===== config.mk =====
export PLATFORM = sky130hd
export DESIGN_NAME = mem_write_buffer
export DESIGN_NICKNAME = d
export VERILOG_FILES = /design/src/rtl/mem_wb_pkg.sv /design/src/rtl/wb_fifo.sv /design/src/rtl/mem_write_buffer.sv
export SDC_FILE = /design/constraint.sdc
export NUM_CORES = 1
export LEC_CHECK = 0
export ABC_AREA = 0
export BUFFER_PORTS_ARGS = -buffer_cell sky130_fd_sc_hd__clkbuf_2
export CAP_MARGIN = 20
export CORE_MARGIN = 2
export CORE_UTILIZATION = 60
export DETAILED_ROUTE_END_ITERATION = 8
export PLACE_DENSITY_LB_ADDON = 0.05
export SETUP_SLACK_MARGIN = 0.1
export SYNTH_ARGS = -nofsm -noshare
export SYNTH_HDL_FRONTEND = slang
export SYNTH_HIERARCHICAL = 1
export SYNTH_SLANG_ARGS = --single-unit
export TNS_END_PERCENT = 1

===== constraint.sdc =====
create_clock -name clk -period 5.7 [get_ports clk]
set_clock_uncertainty 0.05 [all_clocks]
set_input_delay 1.14 -clock clk [delete_from_list [all_inputs] [get_ports clk]]
set_output_delay 1.14 -clock clk [all_outputs]
set_load 0.02 [all_outputs]

===== src/rtl/mem_wb_pkg.sv =====
// Shared types and lane helpers for the cache-to-memory write buffer.
// Memory lanes are big-endian: lane 0 carries bits [31:24] of the word.
package mem_wb_pkg;

    typedef logic [31:0]      word_t;
    typedef logic [0:3][7:0]  lanes_t;

    typedef enum logic [1:0] {
        IDLE  = 2'd0,
        READ  = 2'd1,
        WRITE = 2'd2
    } wb_state_e;

    function automatic lanes_t pack_lanes(input word_t w);
        lanes_t l;
        for (int i = 0; i < 4; i++) begin
            l[i] = w[31-8*i -: 8];
        end
        return l;
    endfunction

    function automatic word_t unpack_lanes(input lanes_t l);
        word_t w;
        for (int i = 0; i < 4; i++) begin
            w[31-8*i -: 8] = l[i];
        end
        return w;
    endfunction

endpackage


===== src/rtl/wb_fifo.sv =====
// Circular {word address, data} FIFO with a combinational youngest-match
// search over the live entries, used to forward buffered writes to reads.
module wb_fifo
    import mem_wb_pkg::*;
#(
    parameter int DEPTH = 4
) (
    input  logic        clk,
    input  logic        reset,
    input  logic        push_i,
    input  logic [29:0] push_addr_i,
    input  word_t       push_data_i,
    input  logic        pop_i,
    input  logic [29:0] fwd_addr_i,
    output logic        full_o,
    output logic        empty_o,
    output logic [29:0] head_addr_o,
    output word_t       head_data_o,
    output logic        fwd_hit_o,
    output word_t       fwd_data_o
);

    localparam int AW = $clog2(DEPTH);

    logic [AW:0]   wr_ptr_q, rd_ptr_q;
    logic [AW:0]   count_w;
    logic [29:0]   addr_mem [DEPTH];
    word_t         data_mem [DEPTH];
    logic          do_push, do_pop;

    assign count_w = wr_ptr_q - rd_ptr_q;
    assign empty_o = (wr_ptr_q == rd_ptr_q);
    assign full_o  = (wr_ptr_q[AW] != rd_ptr_q[AW]) &&
                     (wr_ptr_q[AW-1:0] == rd_ptr_q[AW-1:0]);
    assign do_push = push_i & ~full_o;
    assign do_pop  = pop_i & ~empty_o;

    always_ff @(posedge clk) begin
        if (reset) begin
            wr_ptr_q <= '0;
            rd_ptr_q <= '0;
        end else begin
            if (do_push) wr_ptr_q <= wr_ptr_q + 1'b1;
            if (do_pop)  rd_ptr_q <= rd_ptr_q + 1'b1;
        end
    end

    always_ff @(posedge clk) begin
        if (do_push) begin
            addr_mem[wr_ptr_q[AW-1:0]] <= push_addr_i;
            data_mem[wr_ptr_q[AW-1:0]] <= push_data_i;
        end
    end

    assign head_addr_o = addr_mem[rd_ptr_q[AW-1:0]];
    assign head_data_o = data_mem[rd_ptr_q[AW-1:0]];

    // Entries are examined by age (0 = head); only live entries may match.
    logic [AW-1:0]    age_idx  [DEPTH];
    logic [DEPTH-1:0] age_match;
    word_t            age_data [DEPTH];

    for (genvar gi = 0; gi < DEPTH; gi++) begin : g_age
        assign age_idx[gi]   = rd_ptr_q[AW-1:0] + AW'(gi);
        assign age_match[gi] = ((AW+1)'(gi) < count_w) &&
                               (addr_mem[age_idx[gi]] == fwd_addr_i);
        assign age_data[gi]  = data_mem[age_idx[gi]];
    end

    always_comb begin
        fwd_hit_o  = 1'b0;
        fwd_data_o = '0;
        for (int i = 0; i < DEPTH; i++) begin
            if (age_match[i]) begin
                fwd_hit_o  = 1'b1;
                fwd_data_o = age_data[i];
            end
        end
    end

endmodule


===== src/rtl/mem_write_buffer.sv =====
// Write buffer between data cache and memory: buffers write-throughs, drains
// them in the background, serves read misses and forwards buffered reads.
module mem_write_buffer
    import mem_wb_pkg::*;
#(
    parameter int DEPTH       = 4,
    parameter int MEM_LATENCY = 4
) (
    input  logic   clk,
    input  logic   reset,
    input  logic   req_valid,
    input  logic   req_write,
    input  word_t  req_addr,
    input  word_t  req_wdata,
    output logic   req_ready,
    output logic   rsp_valid,
    output word_t  rsp_rdata,
    output word_t  mem_addr,
    output lanes_t mem_data_in,
    input  lanes_t mem_data_out,
    output logic   mem_write_en,
    output logic   idle
);

    localparam int CW = (MEM_LATENCY > 1) ? $clog2(MEM_LATENCY) : 1;

    wb_state_e   state_q, state_d;
    logic [CW-1:0] cnt_q, cnt_d;
    word_t       mem_addr_q, mem_addr_d;
    lanes_t      mem_data_q, mem_data_d;
    logic        mem_we_q, mem_we_d;
    logic        rsp_valid_q, rsp_valid_d;
    word_t       rsp_rdata_q, rsp_rdata_d;
    logic        pend_valid_q, pend_valid_d;
    word_t       pend_data_q, pend_data_d;

    logic        full, empty, fwd_hit, last, push, pop;
    logic        fwd_take, miss_take, mem_rsp;
    logic [29:0] head_addr;
    word_t       head_data, fwd_data;
    logic        unused_addr_bits;

    assign unused_addr_bits = ^req_addr[1:0];

    assign last      = (cnt_q == CW'(MEM_LATENCY - 1));
    assign push      = req_valid & req_write & ~full;
    assign pop       = (state_q == WRITE) & last;
    assign fwd_take  = req_valid & ~req_write & fwd_hit;
    assign miss_take = req_valid & ~req_write & ~fwd_hit & (state_q == IDLE);
    assign mem_rsp   = (state_q == READ) & last;
    assign req_ready = req_write ? ~full : (fwd_hit | (state_q == IDLE));

    wb_fifo #(.DEPTH(DEPTH)) u_fifo (
        .clk         (clk),
        .reset       (reset),
        .push_i      (push),
        .push_addr_i (req_addr[31:2]),
        .push_data_i (req_wdata),
        .pop_i       (pop),
        .fwd_addr_i  (req_addr[31:2]),
        .full_o      (full),
        .empty_o     (empty),
        .head_addr_o (head_addr),
        .head_data_o (head_data),
        .fwd_hit_o   (fwd_hit),
        .fwd_data_o  (fwd_data)
    );

    // Memory-side registers are loaded on entry to an access so they stay
    // stable for the whole access; a read miss wins over draining.
    always_comb begin
        state_d    = state_q;
        cnt_d      = cnt_q;
        mem_addr_d = mem_addr_q;
        mem_data_d = mem_data_q;
        mem_we_d   = 1'b0;
        case (state_q)
            IDLE: begin
                cnt_d = '0;
                if (miss_take) begin
                    state_d    = READ;
                    mem_addr_d = {req_addr[31:2], 2'b00};
                end else if (!empty) begin
                    state_d    = WRITE;
                    mem_addr_d = {head_addr, 2'b00};
                    mem_data_d = pack_lanes(head_data);
                    mem_we_d   = 1'b1;
                end
            end
            READ, WRITE: begin
                mem_we_d = (state_q == WRITE) & ~last;
                if (last) begin
                    state_d = IDLE;
                    cnt_d   = '0;
                end else begin
                    cnt_d = cnt_q + 1'b1;
                end
            end
            default: begin
                state_d = IDLE;
                cnt_d   = '0;
            end
        endcase
    end

    // A forward hit colliding with a memory read completion is held one cycle.
    always_comb begin
        rsp_valid_d  = 1'b0;
        rsp_rdata_d  = rsp_rdata_q;
        pend_valid_d = pend_valid_q;
        pend_data_d  = pend_data_q;
        if (mem_rsp) begin
            rsp_valid_d = 1'b1;
            rsp_rdata_d = unpack_lanes(mem_data_out);
            if (fwd_take) begin
                pend_valid_d = 1'b1;
                pend_data_d  = fwd_data;
            end
        end else if (pend_valid_q) begin
            rsp_valid_d  = 1'b1;
            rsp_rdata_d  = pend_data_q;
            pend_valid_d = fwd_take;
            if (fwd_take) pend_data_d = fwd_data;
        end else if (fwd_take) begin
            rsp_valid_d = 1'b1;
            rsp_rdata_d = fwd_data;
        end
    end

    always_ff @(posedge clk) begin
        if (reset) begin
            state_q      <= IDLE;
            cnt_q        <= '0;
            mem_addr_q   <= '0;
            mem_data_q   <= '0;
            mem_we_q     <= 1'b0;
            rsp_valid_q  <= 1'b0;
            rsp_rdata_q  <= '0;
            pend_valid_q <= 1'b0;
            pend_data_q  <= '0;
        end else begin
            state_q      <= state_d;
            cnt_q        <= cnt_d;
            mem_addr_q   <= mem_addr_d;
            mem_data_q   <= mem_data_d;
            mem_we_q     <= mem_we_d;
            rsp_valid_q  <= rsp_valid_d;
            rsp_rdata_q  <= rsp_rdata_d;
            pend_valid_q <= pend_valid_d;
            pend_data_q  <= pend_data_d;
        end
    end

    assign rsp_valid    = rsp_valid_q;
    assign rsp_rdata    = rsp_rdata_q;
    assign mem_addr     = mem_addr_q;
    assign mem_data_in  = mem_data_q;
    assign mem_write_en = mem_we_q;
    assign idle         = empty & (state_q == IDLE) & ~pend_valid_q;

endmodule

==> flow_summary.ini, run 1 <==
[die]
boundaryPins = 200
die_x_um = 199
die-area_um2 = 39400
rows = 71
initial_core_util_pct = 60.6
core_area_um2 = 37500
die_h_um = 199

[power_and_ir_drop]
power.density_nw_per_um2 = 259
p_leak_nw = 8.52
vdd_drop_max_uv = 227

[clock_network]
cts_tree = done
cts_hold_buf = 0
root_buffer = clkbuf_16
clk_pin_slew_ns = 0.06
numCtsBuffers = 43
clock_sinks = 389
h-tree-depth = 2
clock_latency_ns = 0.58
clockBufferDepth = 3

[timing]
max_slew_margin_pct = 33.4
hold_violations = 0
worstMarginPinSlew_ns = 0.998
layout_min_cycle_time_ns = 5.53
drv_slew = 0
rsz0062_at_grt = no
postLayoutSetupSlackWorst_ns = 0.166
whs_ns = 0.402
min_period_over_period_pct = 97.1
setup-violations-final = 0
fmax_mhz = 181
setup_tns_ns = 0

[detailed_routing]
drt_pre_antenna_iters = 6
first_iter_violations = 1383
wl_mm = 62.1
vias_per_cell = 6.80
drc_errors = 0
vias = 16400
antenna_left = 0
routedWlPerCell_um = 25.8

[worst_setup_path]
crit_required_ns = 4.51
arrival_ns = 4.34
critical-path-max-stage-delay_ns = 0.48
cp_max_fo = 36
cp.buffers_inverters = 4
cp_cell_sequence = buf_4, buf_8, mux4_2, xnor2_1, nand4_1, nor4_1, nand4_1, buf_4, nand3b_1, nor3_1, a21oi_1, clkbuf_2
slowest_stage = buf_4
critPathTopFamily = buffers and inverters
worstSetupEndpointType = primary output
startpoint_type = register
path_class = register to primary output

[logic_synthesis]
syn_area_um2 = 22700
yosysTopAreaCellShare_pct = 32.8
syn_avg_cell_area_um2 = 13.0
synth-simple-area-share_pct = 8.24
ys_types = 61
synth_compound_area_share_pct = 9.54
synth_xor_area_share_pct = 4.51
synthFlopType = edfxtp_1
netlist.top_cell.by_area = edfxtp_1
synthAdderAreaFrac_pct = 0.749
synth_most_common_cell = edfxtp_1
synth_warnings = 6
netlist_instances = 1749
synth_top_family_by_area = multiplexers
synthTopCellsByArea = edfxtp_1 33%, mux4_2 23%, dfxtp_1 12%
synth_seq_cells = 389
yosysSeqAreaShare_pct = 45.2
synth.area.mux_share_pct = 27.5
synth_edf_count = 248
async_reset_ff_share_pct = 0
synthTopCellsByCount = 248 x edfxtp_1, 230 x mux4_2, 141 x dfxtp_1, 104 x nand2_1, 76 x a21oi_1

[final_layout]
final_area_um2 = 25400
fillCellCount = 2743
area_growth_pct = 11.7
final_core_util_pct = 67.7
regArea_um2 = 10300
multi_input_area_um2 = 11500
final_nets = 1977
drive_gt1_share_pct = 31.3

[global_route]
grt_pass1_wl_mm = 93.9
grt_usage_pct = 31.8
grt_antenna_before_repair = 4
grt_start_max_net_pins = 98
overflow = 0
grt_pass1_vias = 15700

[worst_hold_path]
worstHoldPathType = register to register

[run]
maxCapViolations = 0

[placement]
gp_congestion = 0.892
placed_cell_area_um2 = 23900
pre_cts_slack_ns = 0.620
portBuffers = 195
dpl.hpwl_mm = 39.7

[status]
status = completed
## where the power goes
group	switching [mW]	internal, mW
clock network	1.13	1.62
registers	0.0672	3.10
logic	0.426	0.230
## path summary, 6_finish.rpt
| check | to | slack (ns) | depth (start not counted) | start |
|---|---|---|---|---|
| worst min-delay path | cnt_q[0] | 0.40 | 1 | cnt_q[0] |
| worst max register to register | rsp_rdata[28] | 0.95 | 14 | u_fifo/rd_ptr_q[0] |
| worst max-delay path | req_ready | 0.17 | 12 | u_fifo/rd_ptr_q[1] |
| worst min register to register | cnt_q[0] | 0.40 | 1 | cnt_q[0] |
## cell families (layout without fill, tap and decap cells)
| logic type | count (synthesis) | in the layout |
|---|---|---|
| other | 1 | 4 |
| adder cells (fa/ha/maj) | 13 | 13 |
| XOR/XNOR | 117 | 117 |
| AO/OA/AOI/OAI | 338 | 338 |
| multiplexers | 331 | 331 |
| flip-flops | 389 | 389 |
| buffers and inverters | 185 | 333 |
| AND/OR/NAND/NOR | 375 | 375 |
## flip-flops by register name, summed over array words and instances (netlist names), named ones only
name and cells:
mem_addr 30, pend_valid_q 1, u_fifo/data_mem 128, pend_data_q 32, mem_data_in 32, rsp_valid 1, u_fifo/rd_ptr_q 3, rsp_rdata 32
state_q 2, u_fifo/wr_ptr_q 3, mem_write_en 1, cnt_q 2, u_fifo/addr_mem 120
## cells in the final DEF (no fill, tap or decap), types with 4 or more instances in the layout
cell type / instances
inv_1: 10
a31oi_1: 33
a21boi_0: 32
nor2_1: 48
clkbuf_1: 11
mux2i_1: 67
and3_1: 34
and2_2: 4
a22oi_1: 4
buf_12: 7
o21ai_0: 68
clkbuf_16: 47
nand4_1: 14
mux4_2: 230
nor3_1: 36
nand2b_1: 35
nand3_1: 68
a311oi_1: 31
clkbuf_2: 194
clkbuf_8: 8
xor2_1: 47
o211ai_1: 32
edfxtp_1: 248
dfxtp_1: 137
nor4_1: 13
ha_1: 11
clkinv_2: 11
a21oi_1: 75
o22ai_1: 36
nand2_1: 103
mux2_2: 34
xnor2_1: 70
buf_4: 38
## routing by layer
layer / up-vias / track usage [%] / routed length (um)
li1: 7174 / - / -
met1: 8320 / 41.2 / 24000
met2: 768 / 55.0 / 31300
met3: 135 / 4.76 / 4750
met4: 4 / 11.1 / 2070
met5: - / 0 / 19
## final cells by class
cell class	instances	area share, %
well taps	511	2.52
flip-flops and latches	389	40.5
inverters	12	0.178
clock buffers	65	5.14
diodes	2	0.0197
clock inverters	14	0.390
repair buffers	242	5.77
multi-input cells	1176	45.5
## metrics by stage
| stage | total power, mW | cells |
|---|---|---|
| floorplan | 3.60 | 1750 |
| global placement | 3.86 | 2328 |
| detailed placement | 3.87 | 2328 |
| CTS | 6.60 | 2408 |
| global route | 6.78 | 2410 |
| finish | 6.57 | 2411 |
## what timing repair did
| action | CTS | global route |
|---|---|---|
| cloned | 0 | 1 |
| gates resized for setup | 1 | 4 |
| setup endpoints to repair | 1 | 1 |
| buffers inserted | 1 | 0 |
| pin swaps | 1 | 0 |
No activity file was read; power rests on OpenSTA's default activity.
==> run 2, diff against run 1 <==
RECOVER_POWER = 25   (was not set)
==> run 2 against run 1 <==
  * Sequential cell count did not move
  * Count of clock-buffer cells in the layout did not move
  * Final cell count about the same
  * Critical path type unchanged
  * Critical endpoint unchanged
  * Largest power group unchanged
  * Highest routed layer unchanged
==> flow_summary.ini, run 2 (synthesis results as in run 1) <==
[detailed_routing]
routedWlPerCell_um = 25.7
drt_pre_antenna_iters = 5
first_iter_violations = 1377
drc_errors = 0
vias_per_cell = 6.77
wl_mm = 62.1
antenna_left = 0
vias = 16300

[final_layout]
final_common_cell = edfxtp_1
final_nets = 1977
largest_reg_flops = 128
final_core_util_pct = 67.5
multi_input_area_um2 = 11500
drive_gt1_share_pct = 28.9
fillCellCount = 2760
area_growth_pct = 11.5
regArea_um2 = 10300
final_cell_mix = 248 x edfxtp_1, 230 x mux4_2, 148 x clkbuf_2

[die]
rows = 71
boundaryPins = 200
die_x_um = 199
die-area_um2 = 39400
die_h_um = 199
core_area_um2 = 37500
initial_core_util_pct = 60.6

[timing]
hold_violations = 0
worstMarginPinSlew_ns = 1.01
rsz0062_at_grt = no
setup_tns_ns = 0
max_slew_margin_pct = 32.9
drv_slew = 0
layout_min_cycle_time_ns = 5.51
setup-violations-final = 0
fmax_mhz = 182
min_period_over_period_pct = 96.6

[worst_setup_path]
arrival_ns = 4.32
crit_required_ns = 4.51
reg2regPathDepth = 14
cp_max_fo = 36
path_class = register to primary output
startpoint_type = register
worstSetupEndpointType = primary output

[run]
maxCapViolations = 0

[placement]
portBuffers = 195
dpl.hpwl_mm = 39.7
gp_congestion = 0.892

[worst_hold_path]
min_path_cells = 1
worstHoldPathType = register to register

[clock_network]
clock_sinks = 389
cts_hold_buf = 0
h-tree-depth = 2
clock_latency_ns = 0.57
clk_pin_slew_ns = 0.06
numCtsBuffers = 43
cts_tree = done
clockBufferDepth = 3
root_buffer = clkbuf_16

[power_and_ir_drop]
power.density_nw_per_um2 = 259
vdd_drop_max_uv = 228
p_leak_nw = 8.38

[global_route]
grt_pass1_wl_mm = 93.9
grt_antenna_before_repair = 4
overflow = 0
grt_pass1_vias = 15700
grt_usage_pct = 31.8
grt_start_max_net_pins = 98

[status]
status = completed
run 2: cell types whose count changed in the layout (fill, tap and decap cells not counted), sizes merged:
cell   previous run  this run
diode             2         3
run 2: repair_timing:
action,4_1_cts,5_1_grt
endpoints found under the setup margin,1,1
cloned,0,1
buffers inserted,1,0
gates resized for setup,1,4
pin swaps,1,0
run 2: worst max-delay path, stage by stage, from the launching register on:
cell	delay, ns
dfxtp_2	0.35
buf_4	0.48
buf_8	0.41
mux4_2	0.38
xnor2_1	0.20
nand4_1	0.19
nor4_1	0.43
nand4_1	0.22
buf_4	0.23
nand3b_1	0.29
nor3_1	0.08
a21oi_1	0.22
clkbuf_2	0.22
run 2: per-layer routing:
metal | track usage, % | part of all wire, % | vias up
met5 | 0 | 0.032 | -
met4 | 11.1 | 3.2 | 4
met2 | 55.0 | 50 | 702
li1 | - | - | 7170
met3 | 4.76 | 7.3 | 127
met1 | 41.2 | 39 | 8330
run 2: cell type report:
cell class / instances / share of cell area, %
Antenna cell: 3 / 0.0297
Clock buffer: 65 / 5.15
Clock inverter: 14 / 0.391
Inverter: 12 / 0.178
Multi-Input combinational cell: 1176 / 45.6
Sequential cell: 389 / 40.6
Tap cell: 511 / 2.53
Timing Repair Buffer: 242 / 5.56
run 2: through the flow:
stage	cells	cell area [um2]	hold WS [ns]	worst slack [ns]	power, mW
2_1_floorplan	1750	22700	0.358	1.01	3.60
3_3_place_gp	2328	23900	0.369	0.676	3.86
3_5_place_dp	2328	23900	0.401	0.620	3.87
4_1_cts	2408	25300	0.408	0.134	6.60
5_1_grt	2410	25300	0.418	0.104	6.77
6_report	2412	25300	0.407	0.195	6.56
run 2: path summary, 6_finish.rpt:
kind	endpoint	slack, ns	startpoint
min reg2reg	cnt_q[0]	0.41	cnt_q[0]
max reg2reg	rsp_rdata[28]	0.98	u_fifo/rd_ptr_q[0]
min	cnt_q[0]	0.41	cnt_q[0]
max	req_ready	0.19	u_fifo/rd_ptr_q[1]
run 2: power breakdown:
group	leakage [nW]	switching, mW	internal [mW]
sequential	3.40	0.0672	3.10
combinational	4.28	0.424	0.226
clock	0.699	1.12	1.62
total	8.38	1.62	4.94
==> run 3, diff against run 2 <==
==> constraint.sdc (replaced) <==
create_clock -name clk -period 5.5 [get_ports clk]
set_clock_uncertainty 0.05 [all_clocks]
set_input_delay 1.1 -clock clk [delete_from_list [all_inputs] [get_ports clk]]
set_output_delay 1.1 -clock clk [all_outputs]
set_load 0.01 [all_outputs]
==> run 3 against run 2 <==
  * Core utilization increased by 0.16 points
  * Sequential power rose by 4%
  * Register-to-register slack worse by 0.49 ns
  * Worst setup slack gained 0.12 ns
  * Critical path type unchanged
  * Hold slack got worse by 0.018 ns
  * First-iteration DRC count shrank 12%
  * Non-clock buffer count grew 8
  * Final cell count increased by 0.33%
  * Critical endpoint unchanged
  * Sequential cell count stayed put
  * Via count barely moved
==> flow_summary.ini, run 3 (synthesis results as in run 1) <==
[status]
status = completed

[detailed_routing]
routedWlPerCell_um = 25.7
vias_per_cell = 6.75
vias = 16300
antenna_left = 0
wl_mm = 62.2
drt_pre_antenna_iters = 7
first_iter_violations = 1212
drc_errors = 0

[timing]
drv_slew = 0
setup_tns_ns = 0
worstMarginPinSlew_ns = 1.04
max_slew_margin_pct = 30.9
fmax_mhz = 193
min_period_over_period_pct = 94.3
hold_violations = 0
layout_min_cycle_time_ns = 5.19
postLayoutSetupSlackWorst_ns = 0.312
whs_ns = 0.388
setup-violations-final = 0
rsz0062_at_grt = no

[clock_network]
cts_hold_buf = 0
numCtsBuffers = 42
clock_latency_ns = 0.58
h-tree-depth = 2
cts_tree = done
clock_sinks = 389
clockBufferDepth = 3
clk_pin_slew_ns = 0.06
root_buffer = clkbuf_16

[worst_setup_path]
worstSetupEndpointType = primary output
critPathTopFamily = simple AND/OR/NAND/NOR gates
path_class = register to primary output
crit_path_end = req_ready
arrival_ns = 4.04
startpoint = u_fifo/rd_ptr_q[0]
cp_cell_sequence = buf_12, buf_12, mux4_2, xor2_1, nor4_1, nand3_1, or4_4, nand3b_1, nor3_1, a21oi_1, clkbuf_2
crit_required_ns = 4.35
slowest_stage = mux4_2
rr_startpoint = u_fifo/rd_ptr_q[0]
startpoint_type = register
critical-path-max-stage-delay_ns = 0.55
cp.depth = 11
worst_path_most_repeated_cell = buf_12
r2r_slack_ns = 0.49
cp_max_fo = 58
cp.buffers_inverters = 3
rr_endpoint = mem_addr[22]
reg2regPathDepth = 12

[final_layout]
largest_reg_flops = 128
area_growth_pct = 11.7
final_cell_mix = 248 x edfxtp_1, 230 x mux4_2, 146 x clkbuf_2
regArea_um2 = 10300
final_common_cell = edfxtp_1
final_nets = 1984
multi_input_area_um2 = 11500
drive_gt1_share_pct = 28.8
final_cells = 2420
final_area_um2 = 25400
fillCellCount = 2826
final_core_util_pct = 67.7

[power_and_ir_drop]
p_sw_mw = 1.62
sw_frac_of_total_pct = 23.9
power.density_nw_per_um2 = 268
finalPower_mw = 6.80
p_clk_share_pct = 42.5
p_leak_nw = 8.41
p_seq_share_pct = 48.2
p_comb_share_pct = 9.4
vdd_drop_max_uv = 227
intPower_mw = 5.18

[global_route]
grt_pass1_wl_mm = 94.2
grt_pass1_vias = 15800
grt_start_max_net_pins = 84
grt_antenna_before_repair = 2
overflow = 0
grt_usage_pct = 31.9

[placement]
pre_cts_slack_ns = 0.404
dpl.hpwl_mm = 40.1
placed_cell_area_um2 = 23900
portBuffers = 195
gp_congestion = 0.930
placed_cells = 2330

[die]
initial_core_util_pct = 60.6
die-area_um2 = 39400
die_x_um = 199
boundaryPins = 200
core_area_um2 = 37500
rows = 71
die_h_um = 199

[worst_hold_path]
worstHoldPathType = register to register

[run]
maxCapViolations = 0
-- run 3: cell types whose count changed in the layout (fill, tap and decap cells not counted), moves of 2 or more --
cell       previous run  this run
clkbuf_1             57        60
clkbuf_2            148       146
clkinv_1              2         4
clkbuf_16            47        43
buf_4                38        47
clkinv_2             11         4
diode_2               3         5
bufinv_16             1         4
-- run 3: worst min path at each step --
stage,startpoint,to,cells after the start
after global placement,cnt_q[0],cnt_q[0],1
after detailed placement,cnt_q[0],cnt_q[0],1
after floorplan,cnt_q[0],cnt_q[0],1
after CTS,cnt_q[0],cnt_q[0],1
after global routing,cnt_q[0],cnt_q[0],1
final,cnt_q[0],cnt_q[0],1
-- run 3: layout make-up --
class / instances / area share (%)
Antenna cell: 5 / 0.0493
Clock buffer: 63 / 4.85
Clock inverter: 14 / 0.700
Inverter: 12 / 0.178
Multi-Input combinational cell: 1176 / 45.4
Sequential cell: 389 / 40.5
Tap cell: 511 / 2.52
Timing Repair Buffer: 250 / 5.75
-- run 3: power by group through the flow --
stage,combinational (mW),sequential [mW],clock (mW)
6_report,0.637,3.28,2.89
5_1_grt,0.683,3.29,3.04
4_1_cts,0.637,3.28,2.93
3_5_place_dp,0.634,3.34,0
3_3_place_gp,0.623,3.33,0
2_1_floorplan,0.342,3.35,0
-- run 3: worst reg2reg max path, cell delays in order, from the launching register on --
cell       delay (ns)
dfxtp_4          0.36
ha_4             0.38
buf_4            0.21
buf_12           0.13
mux4_2           0.50
xor2_1           0.41
nor3_1           0.13
and4_1           0.27
a21o_2           0.24
nand3b_1         0.28
nand4bb_2        0.77
nand2_2          0.86
a311oi_1         0.24
-- run 3: per-layer routing --
metal	part of all wire, %	track usage (%)	vias up	wire, um
met5	0.016	0	-	10
met4	4.5	15.0	2	2810
met3	7.2	5.31	157	4500
met2	49	53.4	722	30700
met1	39	40.9	8258	24200
li1	-	-	7185	-
-- run 3: repair_timing --
item	CTS	global route
gates resized for setup	0	0
setup buffers	1	5
pin swaps	1	1
gates cloned	0	0
setup endpoints to repair	1	1
